--- src/rtl/rp_8bit_asm_emit.sv ---
// Streaming AVR instruction encoder and program-memory loader for the rp_8bit core.
// Define RP_8BIT_ASM_ALIAS_EN to accept the LSL/ROL/TST/CLR aliases (ops 50-53).
module rp_8bit_asm_emit #(
    parameter int unsigned AW  = 16,
    parameter int unsigned ECW = 8
) (
    input  logic           clk,
    input  logic           rst_n,
    input  logic           org_vld_i,
    input  logic [AW-1:0]  org_adr_i,
    input  logic           req_vld_i,
    output logic           req_rdy_o,
    input  logic [5:0]     req_op_i,
    input  logic [4:0]     req_rd_i,
    input  logic [4:0]     req_rr_i,
    input  logic [21:0]    req_k_i,
    input  logic [2:0]     req_b_i,
    output logic           mem_we_o,
    output logic [AW-1:0]  mem_adr_o,
    output logic [15:0]    mem_dat_o,
    output logic           err_o,
    output logic [ECW-1:0] err_cnt_o,
    output logic [AW-1:0]  wr_cnt_o
);

    localparam logic [5:0] OP_NOP  = 6'd0;
    localparam logic [5:0] OP_MOVW = 6'd1;
    localparam logic [5:0] OP_ADD  = 6'd2;
    localparam logic [5:0] OP_ADC  = 6'd3;
    localparam logic [5:0] OP_SUB  = 6'd4;
    localparam logic [5:0] OP_SBC  = 6'd5;
    localparam logic [5:0] OP_AND  = 6'd6;
    localparam logic [5:0] OP_OR   = 6'd7;
    localparam logic [5:0] OP_EOR  = 6'd8;
    localparam logic [5:0] OP_MOV  = 6'd9;
    localparam logic [5:0] OP_CP   = 6'd10;
    localparam logic [5:0] OP_CPC  = 6'd11;
    localparam logic [5:0] OP_CPSE = 6'd12;
    localparam logic [5:0] OP_MUL  = 6'd13;
    localparam logic [5:0] OP_CPI  = 6'd14;
    localparam logic [5:0] OP_SBCI = 6'd15;
    localparam logic [5:0] OP_SUBI = 6'd16;
    localparam logic [5:0] OP_ORI  = 6'd17;
    localparam logic [5:0] OP_ANDI = 6'd18;
    localparam logic [5:0] OP_LDI  = 6'd19;
    localparam logic [5:0] OP_COM  = 6'd20;
    localparam logic [5:0] OP_NEG  = 6'd21;
    localparam logic [5:0] OP_SWAP = 6'd22;
    localparam logic [5:0] OP_INC  = 6'd23;
    localparam logic [5:0] OP_DEC  = 6'd24;
    localparam logic [5:0] OP_ASR  = 6'd25;
    localparam logic [5:0] OP_LSR  = 6'd26;
    localparam logic [5:0] OP_ROR  = 6'd27;
    localparam logic [5:0] OP_PUSH = 6'd28;
    localparam logic [5:0] OP_POP  = 6'd29;
    localparam logic [5:0] OP_IN   = 6'd30;
    localparam logic [5:0] OP_OUT  = 6'd31;
    localparam logic [5:0] OP_CBI  = 6'd32;
    localparam logic [5:0] OP_SBI  = 6'd33;
    localparam logic [5:0] OP_ADIW = 6'd34;
    localparam logic [5:0] OP_SBIW = 6'd35;
    localparam logic [5:0] OP_BSET = 6'd36;
    localparam logic [5:0] OP_BCLR = 6'd37;
    localparam logic [5:0] OP_BLD  = 6'd38;
    localparam logic [5:0] OP_BST  = 6'd39;
    localparam logic [5:0] OP_RJMP = 6'd40;
    localparam logic [5:0] OP_RCAL = 6'd41;
    localparam logic [5:0] OP_BRBS = 6'd42;
    localparam logic [5:0] OP_BRBC = 6'd43;
    localparam logic [5:0] OP_JMP  = 6'd44;
    localparam logic [5:0] OP_CALL = 6'd45;
    localparam logic [5:0] OP_LDS  = 6'd46;
    localparam logic [5:0] OP_STS  = 6'd47;
    localparam logic [5:0] OP_RET  = 6'd48;
    localparam logic [5:0] OP_RETI = 6'd49;
`ifdef RP_8BIT_ASM_ALIAS_EN
    localparam logic [5:0] OP_LSL  = 6'd50;
    localparam logic [5:0] OP_ROL  = 6'd51;
    localparam logic [5:0] OP_TST  = 6'd52;
    localparam logic [5:0] OP_CLR  = 6'd53;
`endif

    typedef enum logic {
        ST_IDLE,
        ST_EXT
    } state_e;

    // Two-register format: pppppp r dddd d rrrr
    function automatic logic [15:0] enc_rr(input logic [5:0] pfx, input logic [4:0] d,
                                           input logic [4:0] r);
        return {pfx, r[4], d, r[3:0]};
    endfunction

    // Register-immediate format, destination limited to r16..r31
    function automatic logic [15:0] enc_imm(input logic [3:0] pfx, input logic [4:0] d,
                                            input logic [7:0] kk);
        return {pfx, kk[7:4], d[3:0], kk[3:0]};
    endfunction

    // One-register format: ppppppp ddddd ssss
    function automatic logic [15:0] enc_1r(input logic [6:0] pfx, input logic [4:0] d,
                                           input logic [3:0] sfx);
        return {pfx, d, sfx};
    endfunction

    state_e          state_q, state_d;
    logic [AW-1:0]   adr_q, adr_d;
    logic [15:0]     ext_q, ext_d;
    logic            rdy_q, rdy_d;
    logic            mem_we_q, mem_we_d;
    logic [AW-1:0]   mem_adr_q, mem_adr_d;
    logic [15:0]     mem_dat_q, mem_dat_d;
    logic            err_q, err_d;
    logic [ECW-1:0]  err_cnt_q, err_cnt_d;
    logic [AW-1:0]   wr_cnt_q, wr_cnt_d;

    logic            dec_bad;
    logic            dec_ext;
    logic [15:0]     dec_w0;
    logic            acc;

    // Operand range predicates; relative offsets are two's complement in req_k_i
    logic k_gt63, k_gt31, k_gtffff, k_rel12_bad, k_rel7_bad, rd_lo_bad, adiw_rd_bad;
    assign k_gt63      = |req_k_i[21:6];
    assign k_gt31      = |req_k_i[21:5];
    assign k_gtffff    = |req_k_i[21:16];
    assign k_rel12_bad = !((&req_k_i[21:11]) || !(|req_k_i[21:11]));
    assign k_rel7_bad  = !((&req_k_i[21:6]) || !(|req_k_i[21:6]));
    assign rd_lo_bad   = !req_rd_i[4];
    assign adiw_rd_bad = (req_rd_i[4:3] != 2'b11) || req_rd_i[0];

    // Instruction decode: first opcode word, range-check result, 32-bit flag
    always_comb begin
        dec_bad = 1'b0;
        dec_ext = 1'b0;
        dec_w0  = 16'h0000;
        case (req_op_i)
            OP_NOP:  dec_w0 = 16'h0000;
            OP_MOVW: begin
                dec_w0  = {8'h01, req_rd_i[4:1], req_rr_i[4:1]};
                dec_bad = req_rd_i[0] || req_rr_i[0];
            end
            OP_ADD:  dec_w0 = enc_rr(6'b000011, req_rd_i, req_rr_i);
            OP_ADC:  dec_w0 = enc_rr(6'b000111, req_rd_i, req_rr_i);
            OP_SUB:  dec_w0 = enc_rr(6'b000110, req_rd_i, req_rr_i);
            OP_SBC:  dec_w0 = enc_rr(6'b000010, req_rd_i, req_rr_i);
            OP_AND:  dec_w0 = enc_rr(6'b001000, req_rd_i, req_rr_i);
            OP_OR:   dec_w0 = enc_rr(6'b001010, req_rd_i, req_rr_i);
            OP_EOR:  dec_w0 = enc_rr(6'b001001, req_rd_i, req_rr_i);
            OP_MOV:  dec_w0 = enc_rr(6'b001011, req_rd_i, req_rr_i);
            OP_CP:   dec_w0 = enc_rr(6'b000101, req_rd_i, req_rr_i);
            OP_CPC:  dec_w0 = enc_rr(6'b000001, req_rd_i, req_rr_i);
            OP_CPSE: dec_w0 = enc_rr(6'b000100, req_rd_i, req_rr_i);
            OP_MUL:  dec_w0 = enc_rr(6'b100111, req_rd_i, req_rr_i);
            OP_CPI:  begin dec_w0 = enc_imm(4'h3, req_rd_i, req_k_i[7:0]); dec_bad = rd_lo_bad; end
            OP_SBCI: begin dec_w0 = enc_imm(4'h4, req_rd_i, req_k_i[7:0]); dec_bad = rd_lo_bad; end
            OP_SUBI: begin dec_w0 = enc_imm(4'h5, req_rd_i, req_k_i[7:0]); dec_bad = rd_lo_bad; end
            OP_ORI:  begin dec_w0 = enc_imm(4'h6, req_rd_i, req_k_i[7:0]); dec_bad = rd_lo_bad; end
            OP_ANDI: begin dec_w0 = enc_imm(4'h7, req_rd_i, req_k_i[7:0]); dec_bad = rd_lo_bad; end
            OP_LDI:  begin dec_w0 = enc_imm(4'hE, req_rd_i, req_k_i[7:0]); dec_bad = rd_lo_bad; end
            OP_COM:  dec_w0 = enc_1r(7'b1001010, req_rd_i, 4'h0);
            OP_NEG:  dec_w0 = enc_1r(7'b1001010, req_rd_i, 4'h1);
            OP_SWAP: dec_w0 = enc_1r(7'b1001010, req_rd_i, 4'h2);
            OP_INC:  dec_w0 = enc_1r(7'b1001010, req_rd_i, 4'h3);
            OP_DEC:  dec_w0 = enc_1r(7'b1001010, req_rd_i, 4'hA);
            OP_ASR:  dec_w0 = enc_1r(7'b1001010, req_rd_i, 4'h5);
            OP_LSR:  dec_w0 = enc_1r(7'b1001010, req_rd_i, 4'h6);
            OP_ROR:  dec_w0 = enc_1r(7'b1001010, req_rd_i, 4'h7);
            OP_PUSH: dec_w0 = enc_1r(7'b1001001, req_rr_i, 4'hF);
            OP_POP:  dec_w0 = enc_1r(7'b1001000, req_rd_i, 4'hF);
            OP_IN:   begin dec_w0 = {5'b10110, req_k_i[5:4], req_rd_i, req_k_i[3:0]}; dec_bad = k_gt63; end
            OP_OUT:  begin dec_w0 = {5'b10111, req_k_i[5:4], req_rr_i, req_k_i[3:0]}; dec_bad = k_gt63; end
            OP_CBI:  begin dec_w0 = {8'h98, req_k_i[4:0], req_b_i}; dec_bad = k_gt31; end
            OP_SBI:  begin dec_w0 = {8'h9A, req_k_i[4:0], req_b_i}; dec_bad = k_gt31; end
            OP_ADIW: begin
                dec_w0  = {8'h96, req_k_i[5:4], req_rd_i[2:1], req_k_i[3:0]};
                dec_bad = adiw_rd_bad || k_gt63;
            end
            OP_SBIW: begin
                dec_w0  = {8'h97, req_k_i[5:4], req_rd_i[2:1], req_k_i[3:0]};
                dec_bad = adiw_rd_bad || k_gt63;
            end
            OP_BSET: dec_w0 = {9'b100101000, req_b_i, 4'b1000};
            OP_BCLR: dec_w0 = {9'b100101001, req_b_i, 4'b1000};
            OP_BLD:  dec_w0 = {7'b1111100, req_rd_i, 1'b0, req_b_i};
            OP_BST:  dec_w0 = {7'b1111101, req_rd_i, 1'b0, req_b_i};
            OP_RJMP: begin dec_w0 = {4'hC, req_k_i[11:0]}; dec_bad = k_rel12_bad; end
            OP_RCAL: begin dec_w0 = {4'hD, req_k_i[11:0]}; dec_bad = k_rel12_bad; end
            OP_BRBS: begin dec_w0 = {6'b111100, req_k_i[6:0], req_b_i}; dec_bad = k_rel7_bad; end
            OP_BRBC: begin dec_w0 = {6'b111101, req_k_i[6:0], req_b_i}; dec_bad = k_rel7_bad; end
            OP_JMP:  begin dec_w0 = {7'b1001010, req_k_i[21:17], 3'b110, req_k_i[16]}; dec_ext = 1'b1; end
            OP_CALL: begin dec_w0 = {7'b1001010, req_k_i[21:17], 3'b111, req_k_i[16]}; dec_ext = 1'b1; end
            OP_LDS:  begin
                dec_w0  = enc_1r(7'b1001000, req_rd_i, 4'h0);
                dec_ext = 1'b1;
                dec_bad = k_gtffff;
            end
            OP_STS:  begin
                dec_w0  = enc_1r(7'b1001001, req_rr_i, 4'h0);
                dec_ext = 1'b1;
                dec_bad = k_gtffff;
            end
            OP_RET:  dec_w0 = 16'h9508;
            OP_RETI: dec_w0 = 16'h9518;
`ifdef RP_8BIT_ASM_ALIAS_EN
            OP_LSL:  dec_w0 = enc_rr(6'b000011, req_rd_i, req_rd_i);
            OP_ROL:  dec_w0 = enc_rr(6'b000111, req_rd_i, req_rd_i);
            OP_TST:  dec_w0 = enc_rr(6'b001000, req_rd_i, req_rd_i);
            OP_CLR:  dec_w0 = enc_rr(6'b001001, req_rd_i, req_rd_i);
`endif
            default: dec_bad = 1'b1;
        endcase
    end

    // Origin load has priority over a request in the same cycle
    assign req_rdy_o = rdy_q && !org_vld_i;
    assign acc       = req_vld_i && req_rdy_o;

    // Next-state and output logic
    always_comb begin
        state_d   = state_q;
        adr_d     = adr_q;
        ext_d     = ext_q;
        mem_we_d  = 1'b0;
        mem_adr_d = mem_adr_q;
        mem_dat_d = mem_dat_q;
        err_d     = 1'b0;
        err_cnt_d = err_cnt_q;
        wr_cnt_d  = wr_cnt_q;
        case (state_q)
            ST_IDLE: begin
                if (org_vld_i) begin
                    adr_d = org_adr_i;
                end else if (acc) begin
                    if (dec_bad) begin
                        err_d = 1'b1;
                        if (err_cnt_q != {ECW{1'b1}}) err_cnt_d = err_cnt_q + ECW'(1);
                    end else begin
                        mem_we_d  = 1'b1;
                        mem_adr_d = adr_q;
                        mem_dat_d = dec_w0;
                        adr_d     = adr_q + AW'(1);
                        wr_cnt_d  = wr_cnt_q + AW'(1);
                        if (dec_ext) begin
                            ext_d   = req_k_i[15:0];
                            state_d = ST_EXT;
                        end
                    end
                end
            end
            ST_EXT: begin
                mem_we_d  = 1'b1;
                mem_adr_d = adr_q;
                mem_dat_d = ext_q;
                adr_d     = adr_q + AW'(1);
                wr_cnt_d  = wr_cnt_q + AW'(1);
                state_d   = ST_IDLE;
            end
            default: state_d = ST_IDLE;
        endcase
        rdy_d = (state_d == ST_IDLE);
    end

    always_ff @(posedge clk or negedge rst_n) begin
        if (!rst_n) begin
            state_q   <= ST_IDLE;
            adr_q     <= '0;
            ext_q     <= '0;
            rdy_q     <= 1'b0;
            mem_we_q  <= 1'b0;
            mem_adr_q <= '0;
            mem_dat_q <= '0;
            err_q     <= 1'b0;
            err_cnt_q <= '0;
            wr_cnt_q  <= '0;
        end else begin
            state_q   <= state_d;
            adr_q     <= adr_d;
            ext_q     <= ext_d;
            rdy_q     <= rdy_d;
            mem_we_q  <= mem_we_d;
            mem_adr_q <= mem_adr_d;
            mem_dat_q <= mem_dat_d;
            err_q     <= err_d;
            err_cnt_q <= err_cnt_d;
            wr_cnt_q  <= wr_cnt_d;
        end
    end

    assign mem_we_o  = mem_we_q;
    assign mem_adr_o = mem_adr_q;
    assign mem_dat_o = mem_dat_q;
    assign err_o     = err_q;
    assign err_cnt_o = err_cnt_q;
    assign wr_cnt_o  = wr_cnt_q;

endmodule

--- config.mk ---
export PLATFORM = sky130hd
export DESIGN_NAME = rp_8bit_asm_emit
export DESIGN_NICKNAME = d
export VERILOG_FILES = /design/src/rtl/rp_8bit_asm_emit.sv
export SDC_FILE = /design/constraint.sdc
export NUM_CORES = 1
export LEC_CHECK = 0
export CAP_MARGIN = 20
export CORE_UTILIZATION = 50
export DETAILED_ROUTE_END_ITERATION = 10
export PLACE_DENSITY = 0.79
export SYNTH_ARGS = -nofsm -noshare
export SYNTH_HDL_FRONTEND = slang
export SYNTH_SLANG_ARGS = --single-unit
--- constraint.sdc ---
create_clock -name clk -period 2.62 [get_ports clk]
set_clock_uncertainty 0.15 [all_clocks]
set_input_delay 0.524 -clock clk [delete_from_list [all_inputs] [get_ports clk]]
set_output_delay 0.524 -clock clk [all_outputs]
set_load 0.05 [all_outputs]
==> summary.md, run 1 <==
| Metric | Value |
|---|---|
| CTS tree | `built` |
| Worst-Skew Late Latency | `370 ps` |
| Hold buffer count at CTS | `0` |
| Total GRT Usage | `35.6%` |
| TritonCTS Buffers | `9` |
| Synth Instances | `579` |
| Failing checks | `setup timing` |
| DR WL/cell | `20.7 um` |
| Top cells by area, synth | `dfrtp_1, mux2_2, nand2_1, o21ai_0, mux2i_1` |
| DR pass1 iterations | `5` |
| Clock slew at reported path FFs | `90 ps` |
| Hold crit path type | `input port to async pin` |
| CP endpoint kind | `register` |
| RR Endpoint | `adr_q[12]$_DFFE_PN0P_` |
| I/O pin count | `120` |
| Total Power | `5.31 mW` |
| Clock buffer depth | `2` |
| Avg Inst Size Synth | `9.41 sq um` |
| Buffers on Ports | `119` |
| DRC Markers | `0` |
| Fin nets | `861` |
| Critical Path Sink | `mem_adr_o[1]$_DFFE_PN0P_` |
| Final Non-Filler Cells | `937` |
| Tmin final | `2620 ps` |
| Upper clock frequency limit | `382 MHz` |
| Syn Nets | `643` |
| CTS Root Cell | `clkbuf_8` |
| Setup ws final | `-0.982 ps` |
| Largest net degree at the start of global routing | `52` |
| Design area | `0.00811 sq mm` |
| Count of different cell masters after synthesis | `65` |
| Vias in the first global route | `5784` |
| TNS Setup | `-0.982 ps` |
| Core ar. | `0.0105 sq mm` |
| Vias | `5728` |
| Die height | `106 um` |
| RSZ-0062 raised after global routing | `yes` |
| Max-slew headroom | `55.5%` |
| Antenna cells | `0` |
| DP Wirelength | `13800 um` |
| Vias/cell | `6.11` |
| Max FO, Critical Path | `7` |
| First-pass GRT wire length | `30900 um` |
| Seq cells post-synth | `92` |
| Post-Syn Area | `0.00545 sq mm` |
| Share of the synthesized area in the top cell type | `42.3%` |
| Ys Warns | `0` |
| RR Startpoint | `adr_q[5]$_DFFE_PN0P_` |
| Die Area | `0.0113 sq mm` |
| Fin. Hold Viols | `0` |
| Std-Cell Rows | `37` |
| Initial DRC count | `497` |
| Wirelength, routed | `19400 um` |
| Layout cells sized above 1 | `26.6%` |
| Endpoints failing setup | `1` |
| CP required | `2720 ps` |
| Static leakage | `3.68 nW` |
| PD cells | `655 mW/mm^2` |
| Seq/Total Area, Yosys | `42.3%` |
| Reg2reg path depth | `6` |
| Slew Viols, Final | `0` |
| Kind of critical path | `input port to register` |
| Ys flop type | `dfrtp_1` |
| CP Launch Point | `req_op_i[2]` |
| Worst-margin pin slew | `662 ps` |
| Period utilisation layout | `100%` |
| Status | `finished, violations left` |
| Clock sink total | `92` |
| R2R setup slack | `450 ps` |
| Die width | `106 um` |
| H-Tree Depth | `3` |
| Placed cells | `904` |
| Asr flop ratio synth | `100%` |
| CP arrival | `2720 ps` |
| Worst VDD drop | `0.704 mV` |
| Post-synth EDFFs | `0` |
| GP Congestion | `1.00` |
| Initial Util | `52.1%` |
| Remaining Overflow, GRT | `0` |
| Critical path launch point type | `input port` |
| Max Cap Violations | `0` |
| Final core utilization | `77.5%` |
| Routed Antenna Nets | `0` |
| Cell accounting for the most synthesized area | `dfrtp_1` |
| Layout area overhead | `48.8%` |
| Initial antenna violation count | `0` |
| DP Area | `0.00748 sq mm` |
==> sequential cells by signal, indices dropped and copies added, names as in the netlist, 8 cells and up <==
signal	flops
adr_q	16
ext_q	16
mem_adr_o	16
mem_dat_o	16
wr_cnt_o	16
err_cnt_o	8
==> synth_stat cells (all sizes together), types with 3 or more instances <==
cell and n:
a211oi 4, a21boi 3, a21oi 36, a221oi 6
a222oi 3, a22oi 10, a31oi 6, and3 13
buf 11, clkbuf 24, dfrtp 92, ha 3
inv 13, mux2 33, mux2i 20, nand2 62
nand2b 11, nand3 18, nand4 12, nor2 29
nor2b 11, nor3 12, nor3b 4, nor4 7
o211ai 3, o21a 3, o21ai 41, o221ai 5
o22a 6, o22ai 12, o2bb2a 10, or3 3
xnor2 10, xor2 13
==> through the flow <==
stage	setup slack, ps	hold slack [ps]
after global placement	-733	308
after global routing	-57.9	48.9
after floorplan	-19.3	78.4
final	-0.982	0.275
after CTS	6.01	20.4
after detailed placement	-850	310
==> power breakdown <==
part | total (mW) | internal (mW) | leakage (nW) | switching (mW)
clock | 0.958 | 0.441 | 0.0890 | 0.516
sequential | 1.99 | 1.72 | 1.14 | 0.274
combinational | 2.36 | 0.927 | 2.46 | 1.44
==> cell type report <==
cell class | count | area [sq um]
timing repair buffer | 242 | 2180
sequential | 92 | 2300
clock buffer | 10 | 128
multi-input combinational | 439 | 3210
tap | 136 | 170
inverter | 13 | 48.8
fill | 724 | 2360
clock inverter | 5 | 62.6
==> worst min path at each step <==
stage                             startpoint                       end  cells after the start
floorplan                              rst_n      adr_q[0]$_DFFE_PN0P_                      0
global placement    wr_cnt_o[15]$_DFFE_PN0P_  wr_cnt_o[15]$_DFFE_PN0P_                      1
detailed placement  wr_cnt_o[15]$_DFFE_PN0P_  wr_cnt_o[15]$_DFFE_PN0P_                      1
CTS                                    rst_n      ext_q[0]$_DFFE_PN0P_                      1
global route                           rst_n  mem_dat_o[0]$_DFFE_PN0P_                      1
finish                                 rst_n  mem_dat_o[0]$_DFFE_PN0P_                      1
==> logic make-up after synthesis <==
family                   share of synthesized area [%]
adder cells (fa/ha/maj)                          0.689
flip-flops                                        42.3
XOR/XNOR                                          3.70
buffers and inverters                             3.61
multiplexers                                      10.5
AO/OA/AOI/OAI                                     20.4
AND/OR/NAND/NOR                                   18.8
==> routing by layer <==
metal | vias to the layer above | GRT usage (%) | wire length, um | share of wire, %
met4 | 0 | 14.1 | 585 | 3.0
met3 | 51 | 5.40 | 1450 | 7.5
met1 | 2755 | 48.2 | 8260 | 43
met5 | - | 0 | 0 | 0
li1 | 2593 | - | - | -
met2 | 329 | 57.3 | 9100 | 47
==> cells in the final DEF, fill, tap and decap left out, types with 8 or more instances in the layout <==
cell type        instances
buf_4                  109
clkdlybuf4s50_1         96
dfrtp_1                 92
nand2_1                 59
o21ai_0                 40
a21oi_1                 34
nor2_1                  28
mux2i_1                 20
nand3_1                 18
mux2_2                  16
and3_1                  13
xor2_1                  13
buf_6                   13
o22ai_1                 12
nand4_1                 11
inv_1                   11
nor2b_1                 10
a22oi_1                 10
xnor2_1                 10
o2bb2a_1                10
mux2_4                   9
clkbuf_8                 9
nand2b_1                 8
mux2_1                   8
==> worst max-delay path: stages <==
cell and delay [ps]:
dlygate4sd2_1 240, buf_6 140, nor3_4 240, buf_4 150
and3_1 160, o21ai_0 160, and4_4 280, a21oi_4 200
buf_12 170, buf_4 130, mux2_2 330
==> what timing repair did <==
| action | CTS | global route |
|---|---|---|
| setup buffers | 16 | 1 |
| pin swaps | 17 | 14 |
| gates resized for setup | 104 | 27 |
| hold endpoints to repair | 0 | 0 |
| setup endpoints to repair | 90 | 65 |
| gates cloned | 2 | 0 |
(Power assumes the default switching activity.)
==> inputs of run 2 (changes only) <==
TNS_END_PERCENT = 5   (was not set)
==> run 2 against run 1 <==
Net effect: the flow now finishes without violations; critical endpoint is now wr_cnt_o[9]$_DFFE_PN0P_; first-iteration DRC count up 16%; wire length fell by 0.21%; flip-flop and latch count is the same; combinational power barely moved; non-clock buffer count rose by 4; maximum frequency grew 0.99%; clock-buffer cell count unchanged; design area shrank 0.11%; global-route usage decreased by 0.70 points; hold slack improved by 20 ps.
==> summary.md, run 2 (synthesis results as in run 1) <==
| Metric | Value |
|---|---|
| Die height | `106 um (unchanged)` |
| Wirelength, routed | `19400 um (about the same)` |
| DR WL/cell | `20.6 um (was 20.7 um)` |
| Top layer used by detailed routing | `met4 (unchanged)` |
| Slowest cell on crit path | `o311a_1 (was mux2_2)` |
| Critical path launch point type | `input port (unchanged)` |
| First-pass GRT wire length | `30200 um (was 30900 um)` |
| Net Sw Power | `2.21 mW (was 2.23 mW)` |
| Std-Cell Rows | `37 (unchanged)` |
| Clock share of power | `19.6% (was 18.0%)` |
| Hold slack final | `20.6 ps (was 0.275 ps)` |
| Worst Path Buf+Inv | `4 (was 5)` |
| DR pass1 iterations | `5 (unchanged)` |
| Initial DRC count | `576 (was 497)` |
| Buffers on Ports | `119 (unchanged)` |
| Clock sink total | `92 (unchanged)` |
| Internal power | `3.17 mW (was 3.08 mW)` |
| DRC Markers | `0 (unchanged)` |
| Critical Path Max Stage Delay | `420 ps (was 330 ps)` |
| Remaining Overflow, GRT | `0 (unchanged)` |
| Most common cell after layout, fill and taps aside | `buf_4 (unchanged)` |
| Endpoints failing setup | `0 (was 1)` |
| Placed cells | `897 (was 904)` |
| Max Cap Violations | `0 (unchanged)` |
| Upper clock frequency limit | `385 MHz (was 382 MHz)` |
| Layout area overhead | `48.7% (was 48.8%)` |
| GP Congestion | `1.05 (was 1.00)` |
| Commonest non-fill, non-tap cells in the layout | `buf_4, clkdlybuf4s50_1, dfrtp_1 (unchanged)` |
| Slew Viols, Final | `0 (unchanged)` |
| RSZ-0062 raised after global routing | `yes (unchanged)` |
| PD cells | `664 mW/mm^2 (was 655 mW/mm^2)` |
| Die Area | `0.0113 sq mm (unchanged)` |
| Core ar. | `0.0105 sq mm (unchanged)` |
| Kind of critical path | `input port to register (unchanged)` |
| Worst VDD drop | `0.739 mV (was 0.704 mV)` |
| CTS tree | `built (unchanged)` |
| CTS Root Cell | `clkbuf_8 (unchanged)` |
| RR Endpoint | `adr_q[15]$_DFFE_PN0P_ (was adr_q[12]$_DFFE_PN0P_)` |
| Reg2reg path depth | `7 (was 6)` |
| Static leakage | `3.63 nW (was 3.68 nW)` |
| Routed Antenna Nets | `0 (unchanged)` |
| Combinational share of power | `43.6% (was 44.5%)` |
| Worst-margin pin slew | `806 ps (was 662 ps)` |
| Vias | `5850 (was 5728)` |
| Most common cell on crit path | `buf_12 (was buf_4)` |
| CP top delay family | `simple AND/OR/NAND/NOR gates (was buffers and inverters)` |
| H-Tree Depth | `3 (unchanged)` |
| Total GRT Usage | `34.9% (was 35.6%)` |
| Hold crit path type | `input port to async pin (unchanged)` |
| Layout cells sized above 1 | `26.1% (was 26.6%)` |
| CP Cell Sequence | `clkdlybuf4s15_1 > nor2_2 > nand4b_1 > o311a_1 > nor4_4 > buf_4 > a21oi_4 > buf_12 > buf_12 > nor4b_4 > xor2_1 (was dlygate4sd2_1 > buf_6 > nor3_4 > buf_4 > and3_1 > o21ai_0 > and4_4 > a21oi_4 > buf_12 > buf_4 > mux2_2)` |
| Sw frac | `41.1% (was 41.9%)` |
| CP Launch Point | `req_k_i[16] (was req_op_i[2])` |
| Clock slew at reported path FFs | `90 ps (about the same)` |
| Period utilisation layout | `99.1% (was 100%)` |
| Final Non-Filler Cells | `941 (was 937)` |
| Fin. Hold Viols | `0 (unchanged)` |
| Max-slew headroom | `45.8% (was 55.5%)` |
| Tmin final | `2600 ps (was 2620 ps)` |
| Hold buffer count at CTS | `0 (unchanged)` |
| Fin nets | `865 (was 861)` |
| Final core utilization | `77.4% (was 77.5%)` |
| Max FO, Critical Path | `5 (was 7)` |
| Antenna cells | `0 (unchanged)` |
| Vias/cell | `6.22 (was 6.11)` |
| Clock buffer depth | `2 (unchanged)` |
| Status | `finished, final reports clean (was finished, violations left)` |
| Metal-1 WL | `8080 um (was 8260 um)` |
| Largest net degree at the start of global routing | `47 (was 52)` |
| Sequential power share | `36.8% (was 37.5%)` |
| DP Wirelength | `13700 um (was 13800 um)` |
| CP endpoint kind | `register (unchanged)` |
| Initial antenna violation count | `0 (unchanged)` |
| Initial Util | `52.1% (unchanged)` |
| CP arrival | `2750 ps (was 2720 ps)` |
| RR Startpoint | `adr_q[0]$_DFFE_PN0P_ (was adr_q[5]$_DFFE_PN0P_)` |
| Vias in the first global route | `5769 (was 5784)` |
| Die width | `106 um (unchanged)` |
| Met3 WL | `1560 um (was 1450 um)` |
| Worst-Skew Late Latency | `380 ps (was 370 ps)` |
| WL met2 | `9050 um (was 9100 um)` |
| I/O pin count | `120 (unchanged)` |
| TritonCTS Buffers | `9 (unchanged)` |
| CP required | `2770 ps (was 2720 ps)` |
| R2R setup slack | `430 ps (was 450 ps)` |
-- run 2: cell types whose count changed in the layout (fill, tap and decap cells not counted), moves of 2 or more --
cell	before	now
nor3_1	6	10
mux2_2	16	25
buf_12	3	8
dlygate4sd2_1	7	2
nor3_2	4	1
clkbuf_2	2	7
nor3b_1	1	4
mux2_4	9	0
nand2_1	59	61
nor4_2	2	0
buf_6	13	10
nor3b_2	2	0
-- run 2: layout make-up --
type | instances | area (sq um)
Clock buffer | 10 | 128
Clock inverter | 5 | 85.1
Fill cell | 727 | 2370
Inverter | 13 | 48.8
Multi-Input combinational cell | 439 | 3110
Sequential cell | 92 | 2300
Tap cell | 136 | 170
Timing Repair Buffer | 246 | 2250
-- run 2: worst max path at each step --
stage	slack, ps	depth (start not counted)	end
after floorplan	-70	9	mem_adr_o[0]$_DFFE_PN0P_
after global placement	-820	8	ext_q[12]$_DFFE_PN0P_
after detailed placement	-880	8	ext_q[7]$_DFFE_PN0P_
after CTS	-1	11	wr_cnt_o[9]$_DFFE_PN0P_
after global routing	-80	11	wr_cnt_o[9]$_DFFE_PN0P_
final	20	11	wr_cnt_o[9]$_DFFE_PN0P_
-- run 2: timing repair --
item | in CTS | in global routing
pin swaps | 22 | 13
setup endpoints to repair | 90 | 74
buffers inserted | 21 | 5
gates resized for setup | 74 | 35
cloned | 4 | 0
-- run 2: through the flow --
stage	area (sq um)	power, mW	setup WS (ps)	TNS, ps
floorplan	5460	3.30	-70.4	-739
CTS	8040	5.35	-1.08	-1.08
global placement	7460	4.19	-818	-55060
finish	8100	5.37	24.8	0
global route	8100	5.59	-77.4	-541
detailed placement	7460	4.25	-876	-60170
-- run 2: layer usage --
metal | GRT usage [%] | vias up
li1 | - | 2606
met2 | 56.3 | 356
met4 | 15.8 | 0
met1 | 45.6 | 2815
met5 | 0 | -
met3 | 6.38 | 73
-- run 2: power groups by stage --
stage / clock network [mW] / logic (mW) / registers [mW]
floorplan: 0 / 0.553 / 2.75
CTS: 1.06 / 2.31 / 1.97
global placement: 0 / 2.21 / 1.98
detailed placement: 0 / 2.25 / 2.00
global route: 1.12 / 2.45 / 2.02
finish: 1.05 / 2.34 / 1.98
